==> src/rtl/vector_reg_file_masked_pkg.sv <==
// ============================================================================
// vrf_pkg
// ----------------------------------------------------------------------------
// Shared types and default parameter values for the masked vector register
// file. The element and vector typedefs describe the default geometry. Modules
// with a different geometry build their own local vector type from their
// parameters.
//
// Contents:
//   DEF_*        default parameter values used by the register file modules
//   elem_t       one lane element (DEF_ELEM_W bits)
//   vec_t        one vector (DEF_LANES packed elem_t, lane 0 in the LSBs)
//   clr_state_t  bulk-clear sequencer states
// ============================================================================
package vrf_pkg;

    localparam int DEF_ELEM_W    = 16;
    localparam int DEF_LANES     = 4;
    localparam int DEF_NUM_REGS  = 8;
    localparam int DEF_WR_BYPASS = 1;
    localparam int DEF_ZERO_REG  = 0;

    typedef logic [DEF_ELEM_W-1:0] elem_t;
    typedef elem_t [DEF_LANES-1:0] vec_t;

    typedef enum logic [1:0] {
        IDLE,
        CLEAR,
        DONE
    } clr_state_t;

endpackage

==> src/rtl/vector_reg_file_masked_if.sv <==
// ============================================================================
// vector_reg_file_masked_if
// ----------------------------------------------------------------------------
// Bundles the read ports, the masked write port and the bulk-clear handshake
// of the vector register file. The register file connects through the slave
// modport. The decoder (or a testbench) connects through the master modport.
//
// Signals:
//   rd_sel1/rd_sel2    read port register selects
//   rd_data1/rd_data2  read port vectors (lane k at bits k*ELEM_W +: ELEM_W)
//   wr_en              write request
//   wr_sel             destination register
//   wr_mask            per-lane write enable
//   wr_data            write vector
//   wr_ready           write port accepts (low while the clear engine runs)
//   clr_req            bulk clear request (level)
//   clr_busy           clear in progress
//   clr_done           one-cycle pulse when the clear has finished
// ============================================================================
interface vector_reg_file_masked_if
    import vrf_pkg::*;
#(
    parameter int ELEM_W   = DEF_ELEM_W,
    parameter int LANES    = DEF_LANES,
    parameter int NUM_REGS = DEF_NUM_REGS
);

    localparam int SEL_W = $clog2(NUM_REGS);

    logic [SEL_W-1:0]        rd_sel1;
    logic [SEL_W-1:0]        rd_sel2;
    logic [LANES*ELEM_W-1:0] rd_data1;
    logic [LANES*ELEM_W-1:0] rd_data2;
    logic                    wr_en;
    logic [SEL_W-1:0]        wr_sel;
    logic [LANES-1:0]        wr_mask;
    logic [LANES*ELEM_W-1:0] wr_data;
    logic                    wr_ready;
    logic                    clr_req;
    logic                    clr_busy;
    logic                    clr_done;

    modport master (
        output rd_sel1, rd_sel2, wr_en, wr_sel, wr_mask, wr_data, clr_req,
        input  rd_data1, rd_data2, wr_ready, clr_busy, clr_done
    );

    modport slave (
        input  rd_sel1, rd_sel2, wr_en, wr_sel, wr_mask, wr_data, clr_req,
        output rd_data1, rd_data2, wr_ready, clr_busy, clr_done
    );

endinterface

==> src/rtl/vector_reg_file_masked_clear_fsm.sv <==
// ============================================================================
// vrf_clear_fsm
// ----------------------------------------------------------------------------
// Sequencer for the bulk clear of the vector register file. A request seen in
// IDLE starts a sweep that zeroes one register per cycle, from register 0 up to
// NUM_REGS-1. A single DONE cycle then pulses clr_done. The external write port
// is held off for the whole sweep, DONE included.
//
// Ports:
//   clk, rst   clock and asynchronous active-high reset
//   clr_req    clear request, sampled only in IDLE
//   clr_we     zero the register addressed by clr_sel this cycle
//   clr_sel    register being cleared
//   clr_busy   high in CLEAR and DONE
//   clr_done   high for the single DONE cycle
//   wr_ready   high only in IDLE
// ============================================================================
module vrf_clear_fsm
    import vrf_pkg::*;
#(
    parameter int NUM_REGS = DEF_NUM_REGS
) (
    input  logic                        clk,
    input  logic                        rst,
    input  logic                        clr_req,
    output logic                        clr_we,
    output logic [$clog2(NUM_REGS)-1:0] clr_sel,
    output logic                        clr_busy,
    output logic                        clr_done,
    output logic                        wr_ready
);

    localparam int SEL_W = $clog2(NUM_REGS);
    localparam logic [SEL_W-1:0] LAST_REG = SEL_W'(NUM_REGS - 1);

    clr_state_t       state;
    clr_state_t       state_next;
    logic [SEL_W-1:0] cnt;
    logic [SEL_W-1:0] cnt_next;

    // State and counter registers. Reset aborts any sweep in progress.
    always_ff @(posedge clk or posedge rst) begin
        if (rst) begin
            state <= IDLE;
            cnt   <= '0;
        end else begin
            state <= state_next;
            cnt   <= cnt_next;
        end
    end

    // The counter stops at the last register and returns to 0. It never wraps
    // on its own, so the sweep length is exactly NUM_REGS cycles.
    always_comb begin
        state_next = state;
        cnt_next   = cnt;
        clr_we     = 1'b0;
        clr_sel    = cnt;
        clr_busy   = 1'b0;
        clr_done   = 1'b0;
        wr_ready   = 1'b1;

        case (state)
            IDLE: begin
                if (clr_req) begin
                    state_next = CLEAR;
                    cnt_next   = '0;
                end
            end
            CLEAR: begin
                clr_we   = 1'b1;
                clr_busy = 1'b1;
                wr_ready = 1'b0;
                if (cnt == LAST_REG) begin
                    state_next = DONE;
                    cnt_next   = '0;
                end else begin
                    cnt_next = cnt + SEL_W'(1);
                end
            end
            DONE: begin
                clr_busy   = 1'b1;
                clr_done   = 1'b1;
                wr_ready   = 1'b0;
                state_next = IDLE;
            end
            default: begin
                state_next = IDLE;
                cnt_next   = '0;
            end
        endcase
    end

endmodule

==> src/rtl/vector_reg_file_masked.sv <==
// ============================================================================
// vector_reg_file_masked
// ----------------------------------------------------------------------------
// Vector register file that supplies operands to the SIMD execute stage. It
// holds NUM_REGS registers of LANES x ELEM_W bits. It has two combinational
// read ports and one write port with a per-lane mask. Options:
//   WR_BYPASS  read ports see a write that commits in the same cycle
//   ZERO_REG   register 0 reads as zero and ignores writes
// A bulk-clear engine (vrf_clear_fsm) zeroes the registers one per cycle and
// blocks the write port while it runs.
//
// Ports:
//   clk   clock, all state updates on the rising edge
//   rst   asynchronous active-high reset, zeroes every register
//   bus   vector_reg_file_masked_if.slave (read, write and clear signals)
// ============================================================================
module vector_reg_file_masked
    import vrf_pkg::*;
#(
    parameter int ELEM_W    = DEF_ELEM_W,
    parameter int LANES     = DEF_LANES,
    parameter int NUM_REGS  = DEF_NUM_REGS,
    parameter int WR_BYPASS = DEF_WR_BYPASS,
    parameter int ZERO_REG  = DEF_ZERO_REG
) (
    input  logic                           clk,
    input  logic                           rst,
    vector_reg_file_masked_if.slave        bus
);

    localparam int SEL_W = $clog2(NUM_REGS);

    typedef logic [LANES-1:0][ELEM_W-1:0] lane_vec_t;

    lane_vec_t        mem [NUM_REGS];
    lane_vec_t        wr_vec;
    logic             clr_we;
    logic [SEL_W-1:0] clr_sel;
    logic             wr_ready;
    logic             wr_commit;

    assign wr_vec = bus.wr_data;

    vrf_clear_fsm #(
        .NUM_REGS (NUM_REGS)
    ) u_clear_fsm (
        .clk      (clk),
        .rst      (rst),
        .clr_req  (bus.clr_req),
        .clr_we   (clr_we),
        .clr_sel  (clr_sel),
        .clr_busy (bus.clr_busy),
        .clr_done (bus.clr_done),
        .wr_ready (wr_ready)
    );

    assign bus.wr_ready = wr_ready;

    // With ZERO_REG set, a write to register 0 is never accepted. Because of
    // this, bypass never exposes write data for register 0.
    assign wr_commit = bus.wr_en && wr_ready &&
                       ((bus.wr_sel != '0) || (ZERO_REG == 0));

    // Storage. A clear write and an external write cannot coincide, because
    // wr_ready is low whenever clr_we is high. The clear still takes priority.
    always_ff @(posedge clk or posedge rst) begin
        if (rst) begin
            for (int i = 0; i < NUM_REGS; i++) begin
                mem[i] <= '0;
            end
        end else if (clr_we) begin
            mem[clr_sel] <= '0;
        end else if (wr_commit) begin
            for (int k = 0; k < LANES; k++) begin
                if (bus.wr_mask[k]) begin
                    mem[bus.wr_sel][k] <= wr_vec[k];
                end
            end
        end
    end

    // One read port. Clear writes are never bypassed, so a register being
    // cleared keeps reading its old contents until the edge.
    function automatic lane_vec_t read_port(
        input logic [SEL_W-1:0] sel,
        input lane_vec_t        stored,
        input logic             commit,
        input logic [SEL_W-1:0] wsel,
        input logic [LANES-1:0] wmask,
        input lane_vec_t        wdata
    );
        lane_vec_t result;
        result = stored;
        if ((WR_BYPASS != 0) && commit && (sel == wsel)) begin
            for (int k = 0; k < LANES; k++) begin
                if (wmask[k]) begin
                    result[k] = wdata[k];
                end
            end
        end
        if ((ZERO_REG != 0) && (sel == '0)) begin
            result = '0;
        end
        return result;
    endfunction

    assign bus.rd_data1 = read_port(bus.rd_sel1, mem[bus.rd_sel1], wr_commit,
                                    bus.wr_sel, bus.wr_mask, wr_vec);
    assign bus.rd_data2 = read_port(bus.rd_sel2, mem[bus.rd_sel2], wr_commit,
                                    bus.wr_sel, bus.wr_mask, wr_vec);

endmodule

==> src/flat_wrapper.sv <==
// flat-port wrapper written by rule: the top's interface ports become plain ports
module vector_reg_file_masked_flat import vrf_pkg::*;
#(
    parameter int ELEM_W    = DEF_ELEM_W,
    parameter int LANES     = DEF_LANES,
    parameter int NUM_REGS  = DEF_NUM_REGS,
    parameter int WR_BYPASS = DEF_WR_BYPASS,
    parameter int ZERO_REG  = DEF_ZERO_REG
)
  (clk, rst, bus_rd_sel1, bus_rd_sel2, bus_wr_en, bus_wr_sel, bus_wr_mask, bus_wr_data, bus_clr_req, bus_rd_data1, bus_rd_data2, bus_wr_ready, bus_clr_busy, bus_clr_done);
  vector_reg_file_masked_if #(.ELEM_W(ELEM_W), .LANES(LANES), .NUM_REGS(NUM_REGS)) bus_i ();
  input  logic clk;
  input  logic rst;
  input wire logic [$bits(bus_i.rd_sel1)-1:0] bus_rd_sel1;
  input wire logic [$bits(bus_i.rd_sel2)-1:0] bus_rd_sel2;
  input wire logic [$bits(bus_i.wr_en)-1:0] bus_wr_en;
  input wire logic [$bits(bus_i.wr_sel)-1:0] bus_wr_sel;
  input wire logic [$bits(bus_i.wr_mask)-1:0] bus_wr_mask;
  input wire logic [$bits(bus_i.wr_data)-1:0] bus_wr_data;
  input wire logic [$bits(bus_i.clr_req)-1:0] bus_clr_req;
  output wire logic [$bits(bus_i.rd_data1)-1:0] bus_rd_data1;
  output wire logic [$bits(bus_i.rd_data2)-1:0] bus_rd_data2;
  output wire logic [$bits(bus_i.wr_ready)-1:0] bus_wr_ready;
  output wire logic [$bits(bus_i.clr_busy)-1:0] bus_clr_busy;
  output wire logic [$bits(bus_i.clr_done)-1:0] bus_clr_done;
  assign bus_i.rd_sel1 = bus_rd_sel1;
  assign bus_i.rd_sel2 = bus_rd_sel2;
  assign bus_i.wr_en = bus_wr_en;
  assign bus_i.wr_sel = bus_wr_sel;
  assign bus_i.wr_mask = bus_wr_mask;
  assign bus_i.wr_data = bus_wr_data;
  assign bus_i.clr_req = bus_clr_req;
  assign bus_rd_data1 = bus_i.rd_data1;
  assign bus_rd_data2 = bus_i.rd_data2;
  assign bus_wr_ready = bus_i.wr_ready;
  assign bus_clr_busy = bus_i.clr_busy;
  assign bus_clr_done = bus_i.clr_done;
  vector_reg_file_masked #(.ELEM_W(ELEM_W), .LANES(LANES), .NUM_REGS(NUM_REGS), .WR_BYPASS(WR_BYPASS), .ZERO_REG(ZERO_REG)) u_core (.clk(clk), .rst(rst), .bus(bus_i));
endmodule
==> config.mk <==
export PLATFORM = sky130hd
export DESIGN_NAME = vector_reg_file_masked_flat
export DESIGN_NICKNAME = d
export VERILOG_FILES = /design/src/rtl/vector_reg_file_masked_pkg.sv /design/src/rtl/vector_reg_file_masked_if.sv /design/src/rtl/vector_reg_file_masked_clear_fsm.sv /design/src/rtl/vector_reg_file_masked.sv /design/src/flat_wrapper.sv
export SDC_FILE = /design/constraint.sdc
export NUM_CORES = 1
export LEC_CHECK = 0
export BUFFER_PORTS_ARGS = -buffer_cell sky130_fd_sc_hd__buf_2
export CAP_MARGIN = 5
export CORE_MARGIN = 10
export CORE_UTILIZATION = 45
export DETAILED_ROUTE_END_ITERATION = 8
export GPL_ROUTABILITY_DRIVEN = 0
export PLACE_DENSITY = 0.7
export SLEW_MARGIN = 20
export SYNTH_ARGS = -nofsm -noshare
export SYNTH_HDL_FRONTEND = slang
export SYNTH_SLANG_ARGS = --single-unit
export TNS_END_PERCENT = 30
==> constraint.sdc <==
create_clock -name clk -period 41.4 [get_ports clk]
set_input_delay 2.07 -clock clk [delete_from_list [all_inputs] [get_ports clk]]
set_output_delay 2.07 -clock clk [all_outputs]
set_load 0.1 [all_outputs]
==> run summary <==
========================================================================================
IO Count                                                                             212
Clock tree buffer depth                                                                3
First-pass GRT wire length                                                     136000 µm
Max Slew Vio Count                                                                     0
Synthesized instance count                                                          1897
CTS clock-pin slew for the worst setup and hold paths                              60 ps
Arrival @ worst endpoint                                                         6220 ps
Util after Layout                                                                  51.1%
Cells resized by post-CTS repair                                                       0
First-pass detailed-route iteration total                                              5
Setup-failing EPs final                                                                0
Number of sinks handled by clock tree synthesis                                      517
Number of inserted diodes                                                              0
Total half-perimeter wirelength after legalization and detailed placement       51300 µm
Post-synthesis sequential element count                                              517
Share of final-layout standard cells stronger than drive strength 1                39.6%
Final critical-path required period                                              8290 ps
Sequential cell fraction of total power                                            33.8%
TritonCTS buffer count                                                                56
FILL cells                                                                          5168
Kind of end point of the critical path                                        output pin
Global route overflow                                                                  0
Post-route antenna net violation count                                                 0
Distinct cells, synth                                                                 30
Area grow syn2layout                                                               12.1%
Initial antenna violation count                                                        5
Final-report hold violation count                                                      0
Worst setup path startpoint                                                 bus_rd_sel2[0]
Input/output buffers                                                                 211
Hold depth                                                                             1
Worst-Margin Slew                                                                1160 ps
Highest clock frequency the design can meet                                      121 MHz
Number of placed cells counting well taps                                           2802
Unrepaired setup endpoints after global routing                                    false
Number of vias after detailed routing                                              20100
Register-to-register setup slack                                                38300 ps
Crit path kind                                                                    in2out
Via density                                                                         6.93
P_leak                                                                           13.5 nW
Peak fanout along the critical path                                                   56
Post-synthesis net count                                                            1984
Count of maximum capacitance violations                                                0
Portion of total power attributed to the clock network                             20.8%
Root Buffer Master                                                             clkbuf_16
Startpoint of the lowest-slack register-to-register path                    u_core.u_clear_fsm.state[0]$_DFFE_PP0P_
Overall fraction of global-route tracks in use                                     23.9%
Pwr/cell area                                                                82.3 mW/mm²
Number of DRC violations after detailed-routing iteration 0                         2204
Floorplan die area                                                            0.0728 mm²
Number of H-tree levels                                                                2
Worst reg2reg path depth                                                               6
Routed WL per cell                                                               30.8 µm
Category of the worst setup path launch point                                  input pin
Type of the tightest min-delay check                                             reg2reg
Initial core utilization                                                           45.5%
Die span in x                                                                     270 µm
Relative slew slack                                                                22.9%
Cts hold-fix bufs                                                                      0
Post-route DRC                                                                         0
Number of setup buffers added after CTS                                                0
Detailed-route wire length                                                      89500 µm
Status                                                                      finished, final reports clean
Share of the clock period used by the worst path                                   20.0%
Total internal power                                                           0.00147 W
Net count reported at finish                                                        2110
Cell Count, Final, Fillers Out                                                      2905
Combinational cell fraction of total power                                         45.4%
Worst path required time                                                        39330 ps
Placement row count                                                                   91
Vias in the first global route                                                     21700
Core outline area                                                             0.0617 mm²
Setup Total Neg Slack                                                               0 ps
Worst clock skew                                                                 14.9 ps
Pin count of the biggest net entering global routing                                 134
Maximum vdd drop                                                               0.0624 mV
CTS tree                                                                             yes
Post-Layout Inst Area                                                         0.0315 mm²
Worst-Skew Late Latency                                                           620 ps
Die height                                                                        270 µm
Instance area at placement                                                    0.0295 mm²
Post-synthesis average cell area                                                14.8 µm²
Switching part of the total power                                                  43.3%
Count of synthesis-stage warnings from yosys                                           0
Share of synthesized area occupied by flip-flops and latches                       46.0%
Synth Cell Area                                                               0.0281 mm²
RR Endpoint                                                                 u_core.mem[93]$_DFFE_PP0P_
Worst hold path endpoint                                                    u_core.mem[334]$_DFFE_PP0P_
Beginning of the worst hold path                                            u_core.mem[334]$_DFFE_PP0P_
Total net switching power                                                      0.00112 W
========================================================================================
routing by layer:
layer / global-route usage (%) / wire length (µm) / vias up
met5: 0 / 58 / -
met2: 38.1 / 42700 / 1144
met1: 30.5 / 34800 / 10600
li1: - / - / 8095
met3: 6.99 / 8440 / 261
met4: 9.25 / 3430 / 8
layout by cell type (no fill, tap or decap), types with 8 or more instances in the layout:
| cell | count |
|---|---|
| mux4_2 | 216 |
| clkinv_2 | 13 |
| mux2_2 | 257 |
| nand2_2 | 8 |
| inv_1 | 9 |
| nand2_1 | 129 |
| clkbuf_16 | 57 |
| clkbuf_8 | 15 |
| buf_2 | 205 |
| bufinv_16 | 8 |
| mux4_1 | 40 |
| o2bb2ai_1 | 512 |
| dfrtp_1 | 517 |
| buf_4 | 20 |
critical path, cell delays in order:
cell and delay (ps):
clkbuf_8 530, buf_4 710, buf_4 780, xor2_1 220, nor4_4 470, nand2_2 480, mux2_2 370, buf_2 430
sequential cells by signal, summed over array words and instances (netlist names):
signal and flops:
u_core.u_clear_fsm.state 2, u_core.mem 512, u_core.u_clear_fsm.clr_sel 3
final cells by class:
cell class	instances	area [µm²]	area share [%]
clock buffers	74	1620	5.14
clock inverters	29	368	1.17
inverters	10	45.0	0.143
multi-input cells	1209	14300	45.3
flip-flops and latches	517	12900	41.1
well taps	837	1050	3.32
repair buffers	229	1230	3.89
logic make-up after synthesis:
| group | count (synthesis) | share of synthesized area [%] |
|---|---|---|
| xor gates and xnor gates | 6 | 0.187 |
| buffers and inverters | 171 | 3.24 |
| DFF | 517 | 46.0 |
| adders and majority gates | 6 | 0.267 |
| AOI/OAI and AO/OA | 531 | 16.5 |
| muxes | 513 | 31.4 |
| and+or+nand+nor | 153 | 2.45 |
synth_stat cells:
| library cell | instances | area [µm²] |
|---|---|---|
| a21o_1 | 4 | 30.0 |
| a21oi_1 | 3 | 15.0 |
| a31o_2 | 2 | 17.5 |
| a41o_1 | 6 | 60.1 |
| and4b_1 | 1 | 10.0 |
| and4bb_2 | 3 | 37.5 |
| buf_1 | 9 | 33.8 |
| buf_2 | 44 | 220 |
| buf_6 | 28 | 315 |
| clkbuf_1 | 78 | 293 |
| clkbuf_2 | 2 | 10.0 |
| dfrtp_1 | 517 | 12900 |
| ha_1 | 6 | 75.1 |
| inv_1 | 10 | 37.5 |
| mux2_2 | 257 | 2890 |
| mux4_1 | 40 | 1050 |
| mux4_2 | 216 | 4860 |
| nand2_1 | 129 | 484 |
| nand2_2 | 8 | 50.1 |
| nand2b_1 | 1 | 6.26 |
| nand3_1 | 2 | 10.0 |
| nand4_1 | 1 | 6.26 |
| nor2_1 | 1 | 3.75 |
| nor2b_1 | 1 | 6.26 |
| nor4_1 | 1 | 6.26 |
| nor4_4 | 2 | 42.5 |
| nor4b_1 | 3 | 26.3 |
| o21ai_0 | 4 | 20.0 |
| o2bb2ai_1 | 512 | 4480 |
| xor2_1 | 6 | 52.6 |
power by group through the flow:
stage                     Sequential (W)  Combinational [W]  Clock (W)
after floorplan                 0.000817           0.000991          0
after global placement          0.000850            0.00116          0
after detailed placement        0.000868            0.00118          0
after CTS                       0.000867            0.00118   0.000544
after global routing            0.000896            0.00123   0.000565
final                           0.000877            0.00118   0.000538
how the worst max path moves through the flow:
stage | endpoint | slack, ps
6_report | bus_rd_data2[25] | 33110
3_3_place_gp | bus_rd_data2[17] | 33170
4_1_cts | bus_rd_data2[25] | 33070
2_1_floorplan | u_core.mem[0]$_DFFE_PP0P_ | 24890
3_5_place_dp | bus_rd_data2[25] | 33070
5_1_grt | bus_rd_data2[25] | 32800
metrics by stage:
stage               setup slack, ps  total power (W)  hold slack (ps)
detailed placement            33070          0.00205              487
global route                  32800          0.00269              521
CTS                           33070          0.00259              503
floorplan                     24890          0.00181              461
global placement              33170          0.00201              477
finish                        33110          0.00259              502
(Power assumes the default switching activity.)
